==> config.mk <==
export PLATFORM = sky130hd
export DESIGN_NAME = keypad_key_buffer
export DESIGN_NICKNAME = d
export VERILOG_FILES = /design/src/rtl/keypad_pkg.sv /design/src/rtl/key_fifo.sv /design/src/rtl/keypad_key_buffer.sv
export SDC_FILE = /design/constraint.sdc
export NUM_CORES = 1
export LEC_CHECK = 0
export ABC_AREA = 0
export CAP_MARGIN = 20
export CORE_MARGIN = 5
export CORE_UTILIZATION = 62
export CTS_CLUSTER_SIZE = 25
export DETAILED_ROUTE_END_ITERATION = 16
export GPL_TIMING_DRIVEN = 0
export PLACE_DENSITY = 0.95
export SYNTH_ARGS = -nofsm -noshare
export SYNTH_HDL_FRONTEND = slang
export SYNTH_HIERARCHICAL = 1
export SYNTH_SLANG_ARGS = --single-unit
==> constraint.sdc <==
create_clock -name clock -period 7.6 [get_ports clock]
set_clock_uncertainty 0.2 [all_clocks]
set_input_delay 1.52 -clock clock [delete_from_list [all_inputs] [get_ports clock]]
set_output_delay 1.52 -clock clock [all_outputs]
set_load 0.005 [all_outputs]
==> src/rtl/keypad_pkg.sv <==
// Shared types and defaults for the keypad key buffer: FSM state encoding,
// code width and default timing constants.
package keypad_pkg;

    localparam int CODE_W           = 4;
    localparam int DEBOUNCE_DEFAULT = 4;
    localparam int RELEASE_DEFAULT  = 4;
    localparam int DEPTH_DEFAULT    = 8;

    typedef enum logic [1:0] {
        IDLE         = 2'd0,
        QUALIFY      = 2'd1,
        HELD         = 2'd2,
        RELEASE_WAIT = 2'd3
    } key_state_t;

    function automatic int max2(input int a, input int b);
        return (a > b) ? a : b;
    endfunction

endpackage

==> src/rtl/key_fifo.sv <==
// Generic DEPTH x DATA_W synchronous FIFO with a registered head output and
// registered occupancy; a pop on a full FIFO frees a slot for a same-cycle push.
module key_fifo
    import keypad_pkg::*;
#(
    parameter int DEPTH  = DEPTH_DEFAULT,
    parameter int DATA_W = CODE_W
) (
    input  logic                     clock,
    input  logic                     reset,
    input  logic                     push,
    input  logic [DATA_W-1:0]        wr_data,
    input  logic                     pop,
    output logic [DATA_W-1:0]        rd_data,
    output logic                     full,
    output logic                     empty,
    output logic [$clog2(DEPTH):0]   level
);

    localparam int PTR_W = $clog2(DEPTH);
    localparam int LVL_W = PTR_W + 1;

    logic [DATA_W-1:0] mem [DEPTH];
    logic [PTR_W-1:0]  wr_ptr;
    logic [PTR_W-1:0]  rd_ptr;
    logic [PTR_W-1:0]  rd_ptr_nxt;
    logic [LVL_W-1:0]  count;
    logic [LVL_W-1:0]  count_nxt;
    logic [DATA_W-1:0] head;
    logic [DATA_W-1:0] head_nxt;
    logic              pop_ok;
    logic              push_ok;

    assign full    = (count == LVL_W'(DEPTH));
    assign empty   = (count == '0);
    assign pop_ok  = pop & ~empty;
    assign push_ok = push & (~full | pop_ok);

    // Head of the FIFO after this edge; a push into an otherwise empty FIFO
    // bypasses storage so the new entry is visible right after the edge.
    always_comb begin
        rd_ptr_nxt = rd_ptr + PTR_W'(pop_ok);
        count_nxt  = count + LVL_W'(push_ok) - LVL_W'(pop_ok);
        head_nxt   = mem[rd_ptr_nxt];
        if (push_ok && (wr_ptr == rd_ptr_nxt)) begin
            head_nxt = wr_data;
        end
    end

    always_ff @(posedge clock) begin
        if (push_ok) begin
            mem[wr_ptr] <= wr_data;
        end
    end

    always_ff @(posedge clock or negedge reset) begin
        if (!reset) begin
            wr_ptr <= '0;
            rd_ptr <= '0;
            count  <= '0;
            head   <= '0;
        end else begin
            if (push_ok) begin
                wr_ptr <= wr_ptr + PTR_W'(1);
            end
            rd_ptr <= rd_ptr_nxt;
            count  <= count_nxt;
            if (count_nxt != '0) begin
                head <= head_nxt;
            end
        end
    end

    assign rd_data = head;
    assign level   = count;

endmodule

==> src/rtl/keypad_key_buffer.sv <==
// Debounces the keypad encoder's Code/Valid into one event per physical press
// and queues the events in a FIFO drained over a valid/ready handshake.
module keypad_key_buffer
    import keypad_pkg::*;
#(
    parameter int DEBOUNCE_CYCLES = DEBOUNCE_DEFAULT,
    parameter int RELEASE_CYCLES  = RELEASE_DEFAULT,
    parameter int DEPTH           = DEPTH_DEFAULT
) (
    input  logic                   clock,
    input  logic                   reset,
    input  logic [CODE_W-1:0]      Code,
    input  logic                   Valid,
    output logic [CODE_W-1:0]      key_code,
    output logic                   key_valid,
    input  logic                   key_ready,
    output logic [$clog2(DEPTH):0] level,
    output logic                   overflow,
    input  logic                   clr_overflow
);

    localparam int CNT_W = $clog2(max2(DEBOUNCE_CYCLES, RELEASE_CYCLES) + 2);
    localparam logic [CNT_W-1:0] DEB_TGT = CNT_W'(DEBOUNCE_CYCLES);
    localparam logic [CNT_W-1:0] REL_TGT = CNT_W'(RELEASE_CYCLES);

    key_state_t        state;
    key_state_t        state_nxt;
    logic [CNT_W-1:0]  cnt;
    logic [CNT_W-1:0]  cnt_nxt;
    logic [CNT_W-1:0]  cnt_inc;
    logic [CODE_W-1:0] cand;
    logic [CODE_W-1:0] cand_nxt;
    logic              push;
    logic              fifo_full;
    logic              fifo_empty;
    logic              drop;

    assign cnt_inc = cnt + CNT_W'(1);

    always_comb begin
        state_nxt = state;
        cnt_nxt   = cnt;
        cand_nxt  = cand;
        push      = 1'b0;
        case (state)
            IDLE: begin
                if (Valid) begin
                    cand_nxt  = Code;
                    cnt_nxt   = CNT_W'(1);
                    state_nxt = QUALIFY;
                end
            end
            QUALIFY: begin
                if (!Valid) begin
                    cnt_nxt   = '0;
                    state_nxt = IDLE;
                end else if (Code != cand) begin
                    cand_nxt = Code;
                    cnt_nxt  = CNT_W'(1);
                end else if (cnt_inc >= DEB_TGT) begin
                    push      = 1'b1;
                    cnt_nxt   = '0;
                    state_nxt = HELD;
                end else begin
                    cnt_nxt = cnt_inc;
                end
            end
            // Code changes while held are ignored: one event per press, no repeat.
            HELD: begin
                if (!Valid) begin
                    cnt_nxt   = CNT_W'(1);
                    state_nxt = RELEASE_WAIT;
                end
            end
            RELEASE_WAIT: begin
                if (Valid) begin
                    cnt_nxt   = '0;
                    state_nxt = HELD;
                end else if (cnt_inc >= REL_TGT) begin
                    cnt_nxt   = '0;
                    state_nxt = IDLE;
                end else begin
                    cnt_nxt = cnt_inc;
                end
            end
            default: begin
                cnt_nxt   = '0;
                state_nxt = IDLE;
            end
        endcase
    end

    always_ff @(posedge clock or negedge reset) begin
        if (!reset) begin
            state <= IDLE;
            cnt   <= '0;
        end else begin
            state <= state_nxt;
            cnt   <= cnt_nxt;
        end
    end

    always_ff @(posedge clock) begin
        cand <= cand_nxt;
    end

    // A push into a full FIFO is only lost when no pop frees a slot that cycle.
    assign drop = push & fifo_full & ~(key_valid & key_ready);

    always_ff @(posedge clock or negedge reset) begin
        if (!reset) begin
            overflow <= 1'b0;
        end else if (drop) begin
            overflow <= 1'b1;
        end else if (clr_overflow) begin
            overflow <= 1'b0;
        end
    end

    key_fifo #(
        .DEPTH  (DEPTH),
        .DATA_W (CODE_W)
    ) u_fifo (
        .clock   (clock),
        .reset   (reset),
        .push    (push),
        .wr_data (cand),
        .pop     (key_ready),
        .rd_data (key_code),
        .full    (fifo_full),
        .empty   (fifo_empty),
        .level   (level)
    );

    assign key_valid = ~fifo_empty;

endmodule

# [Word-level counts from Yosys, hierarchy flattened]
# Memories as Yosys holds them, arrays and structs flattened. A register that Yosys moved wholly into a read port is not among the register bits.
# Cells that the tools add are included.
[classes] mux=27 n_mul=0 shift=0 add_sub_neg=5 n_div=0 n_reduce_logical=9 n_bitwise=8 eq_ne=12 magnitude_cmp=1
[op_table] op="$mux 3" n=6
[op_table] op="$mux 2" n=7
[op_table] op="$mux 4" n=3
[op_table] op="$pmux 3 s4" n=1
[op_table] op="$ne 3x3->1 const B" n=3
[op_table] op="$mux 1" n=8
[op_table] op="$ne 2x2->1 const B" n=4
[op_table] op="$pmux 2 s4" n=1
[op_table] op="$pmux 4 s2" n=1
[op_table] op="$add 3x1->3 const B" n=2
[op_table] op="$reduce_and 5->1" n=1
[op_table] op="$add 4x1->4" n=1
[op_table] op="$and 1x1->1" n=4
[op_table] op="$eq 2x2->1 const B" n=2
[op_table] op="$eq 4x4->1 const B" n=1
[op_table] op="$logic_not 4->1" n=1
[op_table] op="$ne 4x4->1" n=1
[op_table] op="$reduce_and 4->1" n=1
[op_table] op="$reduce_bool 2->1" n=2
[op_table] op="$reduce_bool 4->1" n=1
[op_table] op="$sub 4x1->4" n=1
[op_table] op="$add 3x1->3" n=1
[op_table] op="$ge 3x3->1 const B" n=1
[op_table] op="$not 1->1" n=3
[op_table] op="5 further kinds" n=5
[word_totals] output_inout_bits=10 latch_bits=0 romBits=0 input_bits=9 memories=1 ramBits=32 ff_bits=20
[memory_table] name="u_fifo.mem" words=8 width=4 read_ports=1 rd_ports_with_merged_regs=1 write_ports=1 line="key_fifo.sv:23" text="logic [DATA_W-1:0] mem [DEPTH];"

# [Logic depth before layout (Yosys ltp)]
# Gate-level depths: netlist of the first run.
[depth] depth_word=10 ltp_mapped=15 ltp_nobuf=14

# [Hierarchy]
# The synthesis of the first run kept the hierarchy.
[modules_own_cells] module="key_fifo" area_per_inst_um2=2085.8 instances=1 cells_per_inst=123
[modules_own_cells] module="keypad_key_buffer" area_per_inst_um2=538.0 instances=1 cells_per_inst=44

# [Least setup slack after synthesis of the first run]
# OpenSTA, ideal clock, no wires.
[synth_timing] path_kind="input port to flip-flop" startpoint="in Code[0]" endpoint="reg u_fifo.head[0] (netlist: u_fifo/rd_data[0]) (read register of u_fifo.mem)" cell_stages=14 setup_time_ps=125 t_arrival_ps=4244 setup_slack_ps=3032 path_buffers=1 cell_sequence="xnor2_2 -> nand4_4 -> nor3_1 -> o21a_1 -> inv_2 -> ha_1 -> inv_1 -> ha_1 -> inv_1 -> fa_1 -> inv_1 -> or4_1 -> buf_1 -> mux2_2"
[synth_between] elab_chain_len=8
[synth_rtl] item="from (decl)" line="keypad_key_buffer.sv:12" text="input logic [CODE_W-1:0] Code,"
[synth_rtl] item="$ne 4x4->1" line="keypad_key_buffer.sv:57" text="end else if (Code != cand) begin"
[synth_rtl] item="$mux 1" line="keypad_key_buffer.sv:57"
[synth_rtl] item="$mux 1" line="keypad_key_buffer.sv:54" text="if (!Valid) begin"
[synth_rtl] item="$mux 1" line="keypad_key_buffer.sv:45" text="case (state)"
[synth_rtl] item="via push" line="keypad_key_buffer.sv:33" text="logic push;"
[synth_rtl] item="$and 1x1->1" line="key_fifo.sv:37" text="assign push_ok = push & (~full | pop_ok);"
[synth_rtl] item="$add 4x1->4" line="key_fifo.sv:43" text="count_nxt = count + LVL_W'(push_ok) - LVL_W'(pop_ok);"
[synth_rtl] item="$sub 4x1->4" line="key_fifo.sv:43"
[synth_rtl] item="via u_fifo.count_nxt[1]" line="key_fifo.sv:28" text="logic [LVL_W-1:0] count_nxt;"
[synth_rtl] item="$reduce_bool 4->1" line="key_fifo.sv:68" text="if (count_nxt != '0) begin"
[synth_rtl] item="to (decl)" line="key_fifo.sv:29" text="logic [DATA_W-1:0] head;"
# The timed path passes the listed nets, and every way through them passes these cells.
# A chain may end at the register's enable or synchronous reset.

# [Final worst setup path of the first run]
[layout_timing] startpoint="in Code[1]" endpoint="reg u_fifo.head[2] (netlist: u_fifo/rd_data[2]) (read register of u_fifo.mem)"
# Same word-level chain as after synthesis.

==> impl_metrics.toml, run 1 <==
[status]
status = "finished, final reports clean"

[route]
drc = 0
dr_total_vias = 1426
wl_per_cell_um = 18.8
routed_wl_mm = 4.58
drt-initial-drc-count = 69
viasPerCell = 5.87
first_pass_iters = 4
ant_nets = 0

[logic_synthesis]
yosysWarnings = 6
synthXorXnorAreaFrac_pct = 5.44
syn-num-nets = 187
syn_area_um2 = 2620
synth_area_per_cell_um2 = 15.7
async_flop_share_pct = 35.7
synthTopCellsByArea = "edfxtp_1, dfrtp_1, mux4_1, mux2_2, ha_1"
syn_inst = 167
yosysTopAreaCell = "edfxtp_1"
yosys-mux-area-fraction_pct = 13.2
synth-seq-area-share_pct = 60.3
synth_edf_count = 36
ys_seq_elements = 56
synthSimpleGateAreaFrac_pct = 8.49
synth_top_family_by_area = "multiplexers"
synth-compound-area-share_pct = 4.15
ys.flop_type = "edfxtp_1"
synth_top_area_share_pct = 41.2
ys_types = 42
synth_fa_ha_area_share_pct = 5.53

[hold_path]
holdCritPathClass = "flop to flop"
min_to = "u_fifo/rd_data[3]$_DFFE_PN0P_"
holdPathStages = 1
hold_start = "u_fifo/rd_data[3]$_DFFE_PN0P_"

[sta]
min_period_ns = 5.02
setup_viol = 0
whs_ns = 0.312
fin_ws_ns = 2.58
clock.fmax_mhz = 199
slew_viol_final = 0
tightest_slew_ns = 0.943
post-route-period-util_pct = 66.1
hold_viol = 0
rsz0062_at_grt = "false"
slew_headroom_pct = 36.3
fin_setup_tns_ns = 0

[worst_setup_path]
max_stage_delay_ns = 0.53
cp_slowest_cell = "clkdlybuf4s50_1"
worstPathCellList = "clkdlybuf4s50_1 -> xnor2_2 -> nand4_4 -> nor3_1 -> o21a_1 -> inv_2 -> ha_1 -> inv_1 -> ha_1 -> inv_1 -> fa_1 -> inv_1 -> or4_1 -> buf_1 -> mux2_2"
crit_type = "primary input to flop"
r2r_slack_ns = 3.63
worst-path-buf-inv = 6
crit_top_cell = "inv_1"
ff2ff_path_depth = 14
cp_max_fo = 8
worstReg2RegEnd = "u_fifo/rd_data[2]$_DFFE_PN0P_"
endpoint_kind = "flop"
arrival_ns = 5.02
required_ns = 7.60
path_delay_family = "buffers and inverters"
start_kind = "primary input"
r2r_start = "cand[0]$_DFFE_PP_"

[die]
dieWidth_um = 75.1
num_rows = 23
die_y_um = 75.1
start_util_pct = 64.7
coreArea_um2 = 4060
dieArea_um2 = 5630
ios = 19

[clocking]
insertion_delay_ns = 0.31
cts_tree = "built"
cts-resized-gates = 0
cts_buffers = 5
root_buffer = "clkbuf_8"
clk_pin_slew_ns = 0.09
cts_max_path_buffers = 2
post_cts_buffers = 0
cts.htree.levels = 2
cts_sinks = 56
hold_buffers = 0

[grt]
grt.overflow.total = 0
grt_antenna_before_repair = 0
grt_max_degree = 21
grt.total_usage_pct = 18.7
busiest_layer = "met2"
met3_usage_pct = 3.47
met2_usage_pct = 33.7
grt_pass1_vias = 1580
grt_pass1_wl_mm = 7.45
grt.met1_usage_pct = 21.2

[placement]
gp_congestion = 0.819
io_buffer_count = 18
place_ws_ns = 2.21
hpwl_mm = 3.49

[power]
powerDensity_nw_per_um2 = 323
p_leak_nw = 1.15
total_power_uw = 951
irDropWorstVdd_v = 0.000160

[run]
maxCapViolations = 0

[layout]
syn2layout_area_growth_pct = 12.4
n_fill_cell = 257
num-nets-final = 212
antennaDiodeCount = 0
drive_above_1_share_pct = 17.6
cell type report:
class                   count  area [µm²]  share of cell area, %
flip-flops and latches     56        1580                   53.6
clock inverters             3        13.8                  0.467
well taps                  50        62.6                   2.12
multi-input cells          93         965                   32.7
inverters                  12        45.0                   1.53
plain buffers               6        32.5                   1.10
clock buffers               5        68.8                   2.33
repair buffers             18         180                   6.11
power breakdown:
| part | switching [mW] | internal, mW | total (mW) |
|---|---|---|---|
| combinational | 0.172 | 0.224 | 0.396 |
| clock | 0.0898 | 0.0627 | 0.153 |
| sequential | 0.0331 | 0.369 | 0.403 |
cell usage in the layout (no fill, tap or decap), types with 3 or more instances in the layout:
cell	instances
inv_1	11
nor2_1	4
nand2_1	12
ha_1	10
clkdlybuf4s50_1	18
xor2_1	4
mux2_2	12
edfxtp_1	36
nor2b_1	3
clkbuf_8	5
mux4_1	8
dfrtp_1	20
nor3_1	3
xnor2_1	3
xnor2_2	4
nor3b_1	3
kinds of logic after synthesis:
logic type	count (synthesis)
AOI/OAI and AO/OA	12
adders and majority gates	11
xor gates and xnor gates	12
buffers and inverters	18
muxes	20
and+or+nand+nor	38
DFF	56
routing by layer:
metal  wire (µm)  up-vias  share of wire (%)
met3         149       10                3.3
met5           0        -                  0
li1            -      664                  -
met1        1810      722                 39
met4         100        0                2.2
met2        2520       30                 55
synthesized netlist by cell type, types with 2 or more instances:
library cell,instances
edfxtp_1,36
dfrtp_1,20
mux2_2,12
nand2_1,12
inv_1,11
ha_1,10
mux4_1,8
nor2_1,4
xnor2_2,4
xor2_1,4
nor2b_1,3
nor3_1,3
nor3b_1,3
xnor2_1,3
a21oi_1,2
buf_2,2
clkbuf_1,2
nand2b_1,2
nor4b_1,2
o21ai_0,2
sequential cells by signal, indices dropped and copies added, names as in the netlist, named ones only:
signal and cells:
u_fifo/rd_ptr 3, u_fifo/rd_data 4, state 1, cand 4, u_fifo/mem 32, cnt 3, u_fifo/level 4, u_fifo/wr_ptr 3
overflow 1
through the flow:
step | std cells | instance area [µm²] | util [%]
after floorplan | 167 | 2620 | -
after global placement | 235 | 2870 | 70.6
after detailed placement | 235 | 2870 | 70.6
after CTS | 243 | 2950 | 72.7
after global routing | 243 | 2950 | 72.7
final | 243 | 2950 | 72.7
how the worst max path moves through the flow:
stage            start                             to  slack (ns)  depth (start not counted)
6_report       Code[1]  u_fifo/rd_data[2]$_DFFE_PN0P_        2.58                         15
5_1_grt        Code[1]  u_fifo/rd_data[2]$_DFFE_PN0P_        2.39                         15
4_1_cts        Code[1]  u_fifo/rd_data[2]$_DFFE_PN0P_        2.55                         15
3_5_place_dp   Code[1]  u_fifo/rd_data[2]$_DFFE_PN0P_        2.21                         15
3_3_place_gp   Code[0]  u_fifo/rd_data[0]$_DFFE_PN0P_        2.33                         15
2_1_floorplan  Code[0]  u_fifo/rd_data[0]$_DFFE_PN0P_        3.03                         14
(Power assumes the default switching activity.)
==> run 2: changes to the inputs <==
Settings changed: CORE_UTILIZATION 62 to 52, PLACE_DENSITY 0.95 to 0.86.
Clock period 7.6 ns to 4.5 ns, I/O delays scaled along.
==> run 2 against run 1 <==
Net effect:
- clock-buffer cell count unchanged
- sequential power increased by 68%
- global-route usage decreased by 4.0 points
- flip-flop and latch count unchanged
- register-to-register slack got worse by 3.0 ns
- via count decreased by 5.4%
- total power increased by 76%
- combinational power increased by 68%
- sequential share of layout area decreased by 1.1 points
- critical path type unchanged
==> impl_metrics.toml, run 2 (synthesis results as in run 1) <==
[sta]
setup_viol = 0
hold_viol = 0
tightest_slew_ns = 1.01
slew_headroom_pct = 31.8
slew_viol_final = 0
fin_ws_ns = 0.187
clock.fmax_mhz = 232
min_period_ns = 4.31
post-route-period-util_pct = 95.9
rsz0062_at_grt = "false"
fin_setup_tns_ns = 0

[clocking]
hold_buffers = 0
cts-resized-gates = 0
cts.htree.levels = 2
root_buffer = "clkbuf_8"
post_cts_buffers = 0
cts_max_path_buffers = 2
cts_sinks = 56
clk_pin_slew_ns = 0.10
cts_tree = "built"
insertion_delay_ns = 0.31
cts_buffers = 5

[route]
drc = 0
drt-met1-wl_mm = 1.80
wl_per_cell_um = 16.1
first_pass_iters = 4
routed_wl_mm = 4.18
route.met3.wl_um = 151
drt-initial-drc-count = 72
ant_nets = 0
dr_wl_met2_mm = 2.16
highest_layer = "met4"
dr_total_vias = 1349
viasPerCell = 5.19

[hold_path]
min_to = "u_fifo/rd_data[2]$_DFFE_PN0P_"
hold_start = "u_fifo/rd_data[2]$_DFFE_PN0P_"
holdPathStages = 1
holdCritPathClass = "flop to flop"

[worst_setup_path]
worstReg2RegEnd = "u_fifo/rd_data[3]$_DFFE_PN0P_"
max_stage_delay_ns = 0.53
worst-path-buf-inv = 6
endpoint_kind = "flop"
start_kind = "primary input"
crit_top_cell = "inv_1"
r2r_start = "cand[0]$_DFFE_PP_"
path_delay_family = "buffers and inverters"
cp_max_fo = 8
r2r_slack_ns = 0.60
arrival_ns = 4.32
worstPathCellList = "clkdlybuf4s50_1 -> xnor2_2 -> nand4_4 -> nor3_2 -> o21a_2 -> inv_2 -> ha_1 -> inv_1 -> ha_1 -> inv_1 -> fa_1 -> inv_1 -> or4_1 -> buf_1 -> mux2_2"
ff2ff_path_depth = 14
required_ns = 4.51
crit_type = "primary input to flop"
cp_slowest_cell = "clkdlybuf4s50_1"

[layout]
antennaDiodeCount = 0
largest_reg_flops = 32
largest_register = "u_fifo/mem"
final_cell_mix = "edfxtp_1, dfrtp_1, clkdlybuf4s50_1, nand2_1, mux2_2"
num-nets-final = 212
drive_above_1_share_pct = 19.2
syn2layout_area_growth_pct = 14.7
layout_commonest_cell = "edfxtp_1"

[grt]
grt.total_usage_pct = 14.7
grt_pass1_vias = 1450
grt_pass1_wl_mm = 7.05
grt_antenna_before_repair = 0
grt_max_degree = 21
grt.overflow.total = 0

[power]
irDropWorstVdd_v = 0.000323
powerDensity_nw_per_um2 = 555
total_power_mw = 1.67
p_leak_nw = 1.16

[die]
dieWidth_um = 81.0
num_rows = 25
dieArea_um2 = 6570
start_util_pct = 54.5
coreArea_um2 = 4820
ios = 19
die_y_um = 81.0

[run]
maxCapViolations = 0

[placement]
place_ws_ns = -0.222
io_buffer_count = 18
gp_congestion = 0.782
hpwl_mm = 3.07

[status]
status = "finished, final reports clean"
==> run 2: cell types whose count changed in the layout (fill, tap and decap cells not counted) <==
cell and change:
bufinv_16 +1, clkinv_1 -1, clkinv_2 -2, clkinvlp_4 +1
inv_6 +1, nor3_1 -1, nor3_2 +1, o21a_1 -1
o21a_2 +1
==> run 2: through the flow <==
| stage | hold WS, ns | std cells | util, % | area (µm²) |
|---|---|---|---|---|
| global route | 0.345 | 260 | 62.5 | 3010 |
| global placement | 0.293 | 252 | 59.9 | 2890 |
| CTS | 0.320 | 260 | 62.3 | 3000 |
| floorplan | 0.277 | 167 | - | 2620 |
| finish | 0.320 | 260 | 62.5 | 3010 |
| detailed placement | 0.297 | 252 | 59.9 | 2890 |
==> run 2: power breakdown <==
group          switching (mW)  internal [mW]
registers              0.0522          0.624
logic                   0.287          0.377
clock network           0.164          0.168
==> run 2: worst max path at each step <==
stage | slack, ns | endpoint | start | cells after the start
2_1_floorplan | 0.55 | u_fifo/rd_data[0]$_DFFE_PN0P_ | Code[0] | 14
3_3_place_gp | -0.16 | u_fifo/rd_data[3]$_DFFE_PN0P_ | Code[1] | 15
3_5_place_dp | -0.22 | u_fifo/rd_data[3]$_DFFE_PN0P_ | Code[0] | 15
4_1_cts | 0.11 | u_fifo/rd_data[3]$_DFFE_PN0P_ | Code[0] | 15
5_1_grt | 0.04 | u_fifo/rd_data[2]$_DFFE_PN0P_ | Code[0] | 15
6_report | 0.19 | u_fifo/rd_data[3]$_DFFE_PN0P_ | Code[0] | 15
==> run 2: area by class of cell <==
| cell class | instances | area [µm²] |
|---|---|---|
| tap | 67 | 83.8 |
| clock buffer | 5 | 68.8 |
| timing repair buffer | 18 | 180 |
| buffer | 6 | 32.5 |
| inverter | 12 | 45.0 |
| fill | 362 | 1810 |
| sequential | 56 | 1580 |
| multi-input combinational | 93 | 971 |
| clock inverter | 3 | 46.3 |
==> run 2: metal layers <==
metal | global-route usage (%) | vias up
met4 | 5.57 | 0
met3 | 4.10 | 6
li1 | - | 663
met5 | 0 | -
met1 | 18.2 | 661
met2 | 24.5 | 19
==> run 3: changes to the inputs <==
Settings changed: GPL_TIMING_DRIVEN 0 to default.
==> run 3 against run 2 <==
Net effect:
- total power fell by 3.4%
- largest power group unchanged
- highest routed layer unchanged
- clock-buffer cell count did not move
- utilization fell by 0.10 points
- cell count rose by 0.38%
- first-iteration DRC count rose by 14%
- via count rose by 2.1%
- sequential power barely moved
==> impl_metrics.toml, run 3 (synthesis results as in run 1) <==
[sta]
post-route-period-util_pct = 90.9
slew_headroom_pct = 39.8
clock.fmax_mhz = 244
tightest_slew_ns = 0.900
slew_viol_final = 0
min_period_ns = 4.09
fin_setup_tns_ns = 0
setup_viol = 0
hold_viol = 0
rsz0062_at_grt = "false"

[worst_setup_path]
cp-startpoint = "Code[3]"
arrival_ns = 4.09
required_ns = 4.50
crit_type = "primary input to flop"
endpoint = "u_fifo/rd_data[1]$_DFFE_PN0P_"
ff2ff_path_depth = 13
r2r_start = "cand[1]$_DFFE_PP_"
r2r_slack_ns = 0.81
endpoint_kind = "flop"
start_kind = "primary input"
cp_max_fo = 4
worstReg2RegEnd = "u_fifo/rd_data[1]$_DFFE_PN0P_"

[route]
first_pass_iters = 4
drc = 0
drt-initial-drc-count = 82
viasPerCell = 5.28
dr_total_vias = 1377
wl_per_cell_um = 15.8
ant_nets = 0
routed_wl_mm = 4.13

[clocking]
cts_tree = "built"
hold_buffers = 0
insertion_delay_ns = 0.31
root_buffer = "clkbuf_8"
cts-resized-gates = 0
post_cts_buffers = 0
clk_pin_slew_ns = 0.09
cts_buffers = 5
cts_sinks = 56
cts_max_path_buffers = 2
cts.htree.levels = 2

[layout]
largest_reg_flops = 32
layoutNonFillerInstCount = 261
multi_input_area_um2 = 965
n_fill_cell = 371
syn2layout_area_growth_pct = 14.5
num-nets-final = 213
drive_above_1_share_pct = 20.1
final_area_um2 = 3000
largest_register = "u_fifo/mem"
antennaDiodeCount = 0
final_cell_mix = "edfxtp_1, dfrtp_1, clkdlybuf4s50_1, nand2_1, mux2_2"
ff_latch_area_um2 = 1580
layout_commonest_cell = "edfxtp_1"

[power]
total_power_mw = 1.62
powerDensity_nw_per_um2 = 538
irDropWorstVdd_v = 0.000270
p_leak_nw = 1.17

[die]
coreArea_um2 = 4820
ios = 19
dieWidth_um = 81.0
start_util_pct = 54.5
num_rows = 25
die_y_um = 81.0
dieArea_um2 = 6570

[grt]
grt_antenna_before_repair = 0
grt.total_usage_pct = 14.2
grt_pass1_wl_mm = 6.89
grt.overflow.total = 0
grt_max_degree = 21
grt_pass1_vias = 1393

[placement]
io_buffer_count = 18
gp_congestion = 0.813
place_area_um2 = 2910
hpwl_mm = 3.08
dp_cells = 253

[hold_path]
holdCritPathClass = "flop to flop"
hold_start = "u_fifo/rd_data[0]$_DFFE_PN0P_"

[status]
status = "finished, final reports clean"

[run]
maxCapViolations = 0
## run 3: critical path, cell delays in order
cell and delay, ns:
clkdlybuf4s50_1 0.51, xnor2_2 0.15, nand4_4 0.12, nor3_1 0.21
o21a_1 0.18, inv_2 0.04, ha_1 0.28, inv_1 0.06
ha_1 0.15, inv_1 0.05, fa_1 0.47, inv_1 0.05
or4_1 0.61, mux2_2 0.31
## run 3: how the worst min path moves through the flow
stage                                     to  slack (ns)  depth (start not counted)
2_1_floorplan             cnt[1]$_DFFE_PN0P_        0.28                          1
3_3_place_gp   u_fifo/rd_data[0]$_DFFE_PN0P_        0.30                          1
3_5_place_dp   u_fifo/rd_data[0]$_DFFE_PN0P_        0.30                          1
4_1_cts        u_fifo/rd_data[0]$_DFFE_PN0P_        0.32                          1
5_1_grt        u_fifo/rd_data[1]$_DFFE_PN0P_        0.34                          1
6_report       u_fifo/rd_data[0]$_DFFE_PN0P_        0.31                          1
## run 3: per-stage QoR
stage	hold slack [ns]	util [%]	worst slack [ns]
2_1_floorplan	0.277	-	0.552
3_3_place_gp	0.296	60.4	0.133
3_5_place_dp	0.296	60.4	0.0801
4_1_cts	0.319	62.4	0.409
5_1_grt	0.345	62.4	0.219
6_report	0.315	62.4	0.408
## run 3: final cells by class
type | count | share of cell area, %
clock inverters | 3 | 0.916
flip-flops and latches | 56 | 52.6
repair buffers | 25 | 7.75
clock buffers | 5 | 2.29
well taps | 67 | 2.79
inverters | 12 | 1.50
multi-input cells | 93 | 32.1
## run 3: layer usage
| layer | global-route usage [%] | wire, µm | up-vias |
|---|---|---|---|
| li1 | - | - | 670 |
| met1 | 18.9 | 1770 | 679 |
| met2 | 23.2 | 2170 | 23 |
| met3 | 3.77 | 142 | 5 |
| met4 | 4.05 | 49 | 0 |
| met5 | 0 | 0 | - |
## run 3: power by group
group,total (mW),switching [mW],internal [mW]
logic,0.654,0.283,0.371
clock network,0.283,0.169,0.114
registers,0.679,0.0546,0.624
